--- src/rtl/fpadd_arbiter.sv ---
// Round-robin sharing of one combinational fpadd among NREQ requesters; 2-cycle grant-to-response latency.
// Backpressure: a stalled response holds RSP, then EX, then drops req_ready; nothing is dropped or reordered.
module fpadd_arbiter #(
   parameter int NREQ = 4
) (
   input  logic                clk,
   input  logic                reset_n,
   input  logic [NREQ-1:0]     req_valid,
   output logic [NREQ-1:0]     req_ready,
   input  logic [64*NREQ-1:0]  req_op1,
   input  logic [64*NREQ-1:0]  req_op2,
   input  logic [3*NREQ-1:0]   req_rm,
   input  logic [3*NREQ-1:0]   req_op_type,
   input  logic [2*NREQ-1:0]   req_p,
   input  logic                cfg_ov_en,
   input  logic                cfg_un_en,
   output logic [63:0]         fpu_op1,
   output logic [63:0]         fpu_op2,
   output logic [2:0]          fpu_rm,
   output logic [2:0]          fpu_op_type,
   output logic [1:0]          fpu_p,
   output logic                fpu_ov_en,
   output logic                fpu_un_en,
   input  logic [63:0]         fpu_result,
   input  logic [4:0]          fpu_flags,
   input  logic                fpu_denorm,
   output logic [NREQ-1:0]     rsp_valid,
   input  logic [NREQ-1:0]     rsp_ready,
   output logic [63:0]         rsp_result,
   output logic [4:0]          rsp_flags,
   output logic                rsp_denorm,
   output logic                busy
);

   localparam int IDW = $clog2(NREQ);

   logic            ex_vld_q, ex_vld_d;
   logic [IDW-1:0]  ex_id_q, ex_id_d;
   logic [63:0]     ex_op1_q, ex_op1_d;
   logic [63:0]     ex_op2_q, ex_op2_d;
   logic [2:0]      ex_rm_q, ex_rm_d;
   logic [2:0]      ex_op_type_q, ex_op_type_d;
   logic [1:0]      ex_p_q, ex_p_d;

   logic            rsp_vld_q, rsp_vld_d;
   logic [IDW-1:0]  rsp_id_q, rsp_id_d;
   logic [63:0]     rsp_result_q, rsp_result_d;
   logic [4:0]      rsp_flags_q, rsp_flags_d;
   logic            rsp_denorm_q, rsp_denorm_d;

   logic [IDW-1:0]  rr_ptr_q, rr_ptr_d;

   logic            rsp_fire, rsp_free, ex_adv, ex_free;
   logic            gnt_vld;
   logic [IDW-1:0]  gnt_id;
   logic [IDW:0]    idx;

   assign rsp_fire = rsp_vld_q & rsp_ready[rsp_id_q];
   assign rsp_free = ~rsp_vld_q | rsp_fire;
   assign ex_adv   = ex_vld_q & rsp_free;
   assign ex_free  = ~ex_vld_q | ex_adv;

   // Grant is masked by reset so req_ready reads zero while reset_n is held low.
   always_comb begin
      gnt_vld = 1'b0;
      gnt_id  = '0;
      idx     = '0;
      if (ex_free && reset_n) begin
         for (int k = 0; k < NREQ; k++) begin
            idx = {1'b0, rr_ptr_q} + (IDW+1)'(k);
            if (idx >= (IDW+1)'(NREQ)) idx = idx - (IDW+1)'(NREQ);
            if (!gnt_vld && req_valid[idx]) begin
               gnt_vld = 1'b1;
               gnt_id  = idx[IDW-1:0];
            end
         end
      end
   end

   always_comb begin
      req_ready = '0;
      rsp_valid = '0;
      for (int i = 0; i < NREQ; i++) begin
         req_ready[i] = gnt_vld && (gnt_id == IDW'(i));
         rsp_valid[i] = rsp_vld_q && (rsp_id_q == IDW'(i));
      end
   end

   always_comb begin
      ex_vld_d     = ex_vld_q;
      ex_id_d      = ex_id_q;
      ex_op1_d     = ex_op1_q;
      ex_op2_d     = ex_op2_q;
      ex_rm_d      = ex_rm_q;
      ex_op_type_d = ex_op_type_q;
      ex_p_d       = ex_p_q;
      rr_ptr_d     = rr_ptr_q;
      if (gnt_vld) begin
         ex_vld_d     = 1'b1;
         ex_id_d      = gnt_id;
         ex_op1_d     = req_op1[int'(gnt_id)*64 +: 64];
         ex_op2_d     = req_op2[int'(gnt_id)*64 +: 64];
         ex_rm_d      = req_rm[int'(gnt_id)*3 +: 3];
         ex_op_type_d = req_op_type[int'(gnt_id)*3 +: 3];
         ex_p_d       = req_p[int'(gnt_id)*2 +: 2];
         rr_ptr_d     = (gnt_id == IDW'(NREQ-1)) ? '0 : gnt_id + IDW'(1);
      end else if (ex_adv) begin
         ex_vld_d = 1'b0;
      end
   end

   // A fire and an advance in the same cycle reload RSP directly, keeping full throughput.
   always_comb begin
      rsp_vld_d    = rsp_vld_q;
      rsp_id_d     = rsp_id_q;
      rsp_result_d = rsp_result_q;
      rsp_flags_d  = rsp_flags_q;
      rsp_denorm_d = rsp_denorm_q;
      if (ex_adv) begin
         rsp_vld_d    = 1'b1;
         rsp_id_d     = ex_id_q;
         rsp_result_d = fpu_result;
         rsp_flags_d  = fpu_flags;
         rsp_denorm_d = fpu_denorm;
      end else if (rsp_fire) begin
         rsp_vld_d = 1'b0;
      end
   end

   always_ff @(posedge clk or negedge reset_n) begin
      if (!reset_n) begin
         ex_vld_q     <= 1'b0;
         ex_id_q      <= '0;
         ex_op1_q     <= '0;
         ex_op2_q     <= '0;
         ex_rm_q      <= '0;
         ex_op_type_q <= '0;
         ex_p_q       <= '0;
         rsp_vld_q    <= 1'b0;
         rsp_id_q     <= '0;
         rsp_result_q <= '0;
         rsp_flags_q  <= '0;
         rsp_denorm_q <= 1'b0;
         rr_ptr_q     <= '0;
      end else begin
         ex_vld_q     <= ex_vld_d;
         ex_id_q      <= ex_id_d;
         ex_op1_q     <= ex_op1_d;
         ex_op2_q     <= ex_op2_d;
         ex_rm_q      <= ex_rm_d;
         ex_op_type_q <= ex_op_type_d;
         ex_p_q       <= ex_p_d;
         rsp_vld_q    <= rsp_vld_d;
         rsp_id_q     <= rsp_id_d;
         rsp_result_q <= rsp_result_d;
         rsp_flags_q  <= rsp_flags_d;
         rsp_denorm_q <= rsp_denorm_d;
         rr_ptr_q     <= rr_ptr_d;
      end
   end

   assign fpu_op1     = ex_op1_q;
   assign fpu_op2     = ex_op2_q;
   assign fpu_rm      = ex_rm_q;
   assign fpu_op_type = ex_op_type_q;
   assign fpu_p       = ex_p_q;
   assign fpu_ov_en   = cfg_ov_en;
   assign fpu_un_en   = cfg_un_en;
   assign rsp_result  = rsp_result_q;
   assign rsp_flags   = rsp_flags_q;
   assign rsp_denorm  = rsp_denorm_q;
   assign busy        = ex_vld_q | rsp_vld_q;

endmodule

--- config.mk ---
export PLATFORM = sky130hd
export DESIGN_NAME = fpadd_arbiter
export DESIGN_NICKNAME = d
export VERILOG_FILES = /design/src/rtl/fpadd_arbiter.sv
export SDC_FILE = /design/constraint.sdc
export NUM_CORES = 1
export LEC_CHECK = 0
export ABC_AREA = 1
export CAP_MARGIN = 20
export CORE_AREA = 3 3 326 328
export CTS_BUF_LIST = sky130_fd_sc_hd__clkbuf_4 sky130_fd_sc_hd__clkbuf_8
export DETAILED_ROUTE_END_ITERATION = 12
export DIE_AREA = 0 0 329 331
export PLACE_DENSITY = 0.43
export SYNTH_ARGS = -nofsm -noshare
export SYNTH_HDL_FRONTEND = slang
export SYNTH_SLANG_ARGS = --single-unit
--- constraint.sdc ---
create_clock -name clk -period 6.38 [get_ports clk]
set_input_delay 1.276 -clock clk [delete_from_list [all_inputs] [get_ports clk]]
set_output_delay 1.276 -clock clk [all_outputs]
set_load 0.05 [all_outputs]
==> metrics.cfg <==
[synth]
synth_top_family_by_area=simple AND/OR/NAND/NOR gates
yosys-mux-area-fraction=0.05461
synth_area_um2=14430
ys_ff_latch=214
synth_cell_type_count=34
ys.flop_type=dfrtp_1
synth_edf_count=0
synth_compound_area_frac=0.01040
avgSynthCellArea_um2=6.983
synthSimpleGateAreaFrac=0.4552
synthCells=2067
synth-adder-area-share=0.003467
seq_area_frac_synth=0.3710
synth-xor-area-share=0
async_flop_share=1.000
yosys_warnings=0
synth_nets=2697

[power_and_ir_drop]
power_mw=13.85
ir_worst_vdd_mv=0.2986
p_leak_nw=11.38
power_density_nw_per_um2=553.3

[sta]
clock-skew-final_ps=52.91
tightest_slew_ps=1014
finalHoldViolCount=0
setup_violations=0
fin_crit_sh=0.7818
timing.fmax_mhz=200.5
drv_slew=0
slew_headroom=0.3240
rsz0062_at_grt=no
tns_ps=0
period_minus_slack_ps=4988

[layout]
fillers=11570
areaGrowthSynthToFinish_pct=73.46
final_util=0.2419
fin_cells=4261
final_layout_size_suffix_gt1_frac=0.1186
stdcell_area_um2=25040
final_nets=3467

[floorplanning]
ioPinCount=843
rows=118
die_area_um2=108900
die_h_um=331
start_util=0.1395
design.core.area_um2=103500
die_x_um=329

[drt]
routed_wl_mm=84.63
drtIter0Drc=737
wl_met1_mm=32.31
drtPass1Iterations=4
wire_per_inst_um=19.86
drtAntennaViolNets=0
vias=16180
met2_length_mm=42.72
drc_errors=0
viasPerCell=3.796
wl_met3_mm=7.474
maxUsedRoutingLayer=met5

[run]
cap_violations=0

[cts]
clk_pin_slew_worst_paths_ps=60
numCtsBuffers=49
cts_resized=0
postCtsHoldBufs=0
clock_latency_ps=680
clock-sinks=214
post_cts_buffers=0
cts_tree=built
clockBufferDepth=3
cts_root_buf=clkbuf_8
cts_max_level=2

[global_routing]
grt_use_total=0.1481
antenna_found_initial=21
grt_pass1_vias=16370
grt_max_degree=152
grt_overflow=0
grt_pass1_wl_mm=117.4

[setup_path]
crit_chain=clkdlybuf4s50_1 -> inv_1 -> nand2_1 -> nand2_2 -> nand2_2 -> nand2_4 -> nand2_1 -> nand3_1 -> nand2_8 -> nand2_8 -> inv_2 -> ha_1 -> inv_1 -> nor2_1 -> buf_12
critPathBufInv=5
crit_path_start_kind=primary input
reg2regPathDepth=14
critical_path_depth=15
cp.required_ps=5100
slowest_stage=clkdlybuf4s50_1
endpoint_kind=output port
critical_path.max_stage_delay_ps=480
crit_arrival_ps=3710
critPathMaxFanout=29
critPathTopFamily=simple AND/OR/NAND/NOR gates
path_class=primary input to output port

[place]
dpl_cell_area_um2=23950
gp_congestion=0.8211
dp.cells=4166
io_buffers=838
hpwl_mm=65.64

[outcome]
status=completed

[min_path]
worstHoldPathType=primary input to asynchronous set/reset pin

-- cell type report --
cell class,count,area (um2),area share
repair buffers,859,8628,0.3446
multi-input cells,1544,7601,0.3036
flip-flops and latches,214,5355,0.2139
well taps,1380,1727,0.06897
clock buffers,80,988.4,0.03948
inverters,169,636.9,0.02544
clock inverters,9,85.08,0.003398
diodes,6,15.01,0.0005997
-- stage by stage --
stage,setup slack (ps),hold slack (ps)
after floorplan,1902,470.9
after global placement,1334,481.1
after detailed placement,1364,481.9
after CTS,1349,364.8
after global routing,1102,394.8
final,1392,440.3
-- worst paths after layout --
check | start | endpoint | slack [ps]
min in group clk | fpu_op1[4] | fpu_op1[4] | 490
max reg2reg | rr_ptr_q[0] | fpu_op2[10] | 2490
min | reset_n | rsp_result[24] | 440
max | req_valid[2] | req_ready[3] | 1390
min reg2reg | fpu_op1[4] | fpu_op1[4] | 490
max in group asynchronous | reset_n | fpu_op1[0] | 4200
-- synthesized netlist by cell type (all sizes together) (2+ instances only) --
cell    number  area [um2]
a21oi        3       18.77
buf        125       829.6
clkbuf      15       56.30
dfrtp      214        5355
ha           4       50.05
inv        169       634.4
mux2        70       788.3
nand2      711        2720
nand3      342        2009
nand4        2       12.51
nor2       246       949.7
nor3         4       20.02
o21ai       24       123.9
or2        136       850.8
-- cell families (layout without fill, tap and decap cells) --
kind of cell / Yosys count / count (layout)
adders and majority gates: 4 / 4
DFF: 214 / 214
and+or+nand+nor: 1442 / 1442
buffers and inverters: 309 / 1117
other: 0 / 6
muxes: 70 / 70
AOI/OAI and AO/OA: 28 / 28
-- flip-flops by register name, summed over array words and instances, names as in the netlist --
signal       count
fpu_op1         64
fpu_op2         64
rsp_result      64
rsp_flags        5
fpu_op_type      3
fpu_rm           3
ex_id_q          2
fpu_p            2
rr_ptr_q         2
rsp_id_q         2
ex_vld_q         1
rsp_denorm       1
rsp_vld_q        1
-- per-layer routing --
layer,vias up,track usage
met2,602,0.2687
met3,113,0.05139
li1,7962,-
met5,-,0
met1,7484,0.1638
met4,14,0.03883
-- worst register-to-register path, cell delays in order, from the launching register on --
cell	delay [ps]
dfrtp_1	600
inv_2	160
nand2_1	110
nand2_1	70
nand2_1	80
nand2_1	60
inv_2	110
nand3_1	190
nand2_8	250
buf_4	710
buf_4	880
nand3_1	260
nand2_1	160
nor2_1	50
nor2_1	110
-- placed cells by master, fill, tap and decap left out, types with 2 or more instances in the layout --
master	n
a21oi_1	2
buf_12	7
buf_4	18
clkbuf_4	18
clkbuf_8	62
clkdlybuf4s50_1	833
clkinv_2	6
dfrtp_1	214
diode_2	6
ha_1	4
inv_1	162
inv_2	6
mux2_2	70
nand2_1	699
nand2_2	6
nand2_4	3
nand2_8	3
nand3_1	284
nand3_2	57
nand4_1	2
nor2_1	243
nor3_1	4
o21ai_0	6
o21ai_1	17
or2_0	43
or2_1	19
or2_2	74
-- power breakdown --
part	internal (mW)	switching (mW)
Clock	1.02	0.767
Combinational	3.04	6.54
Sequential	2.09	0.390
Total	6.15	7.70
No activity file was read; power rests on OpenSTA's default activity.
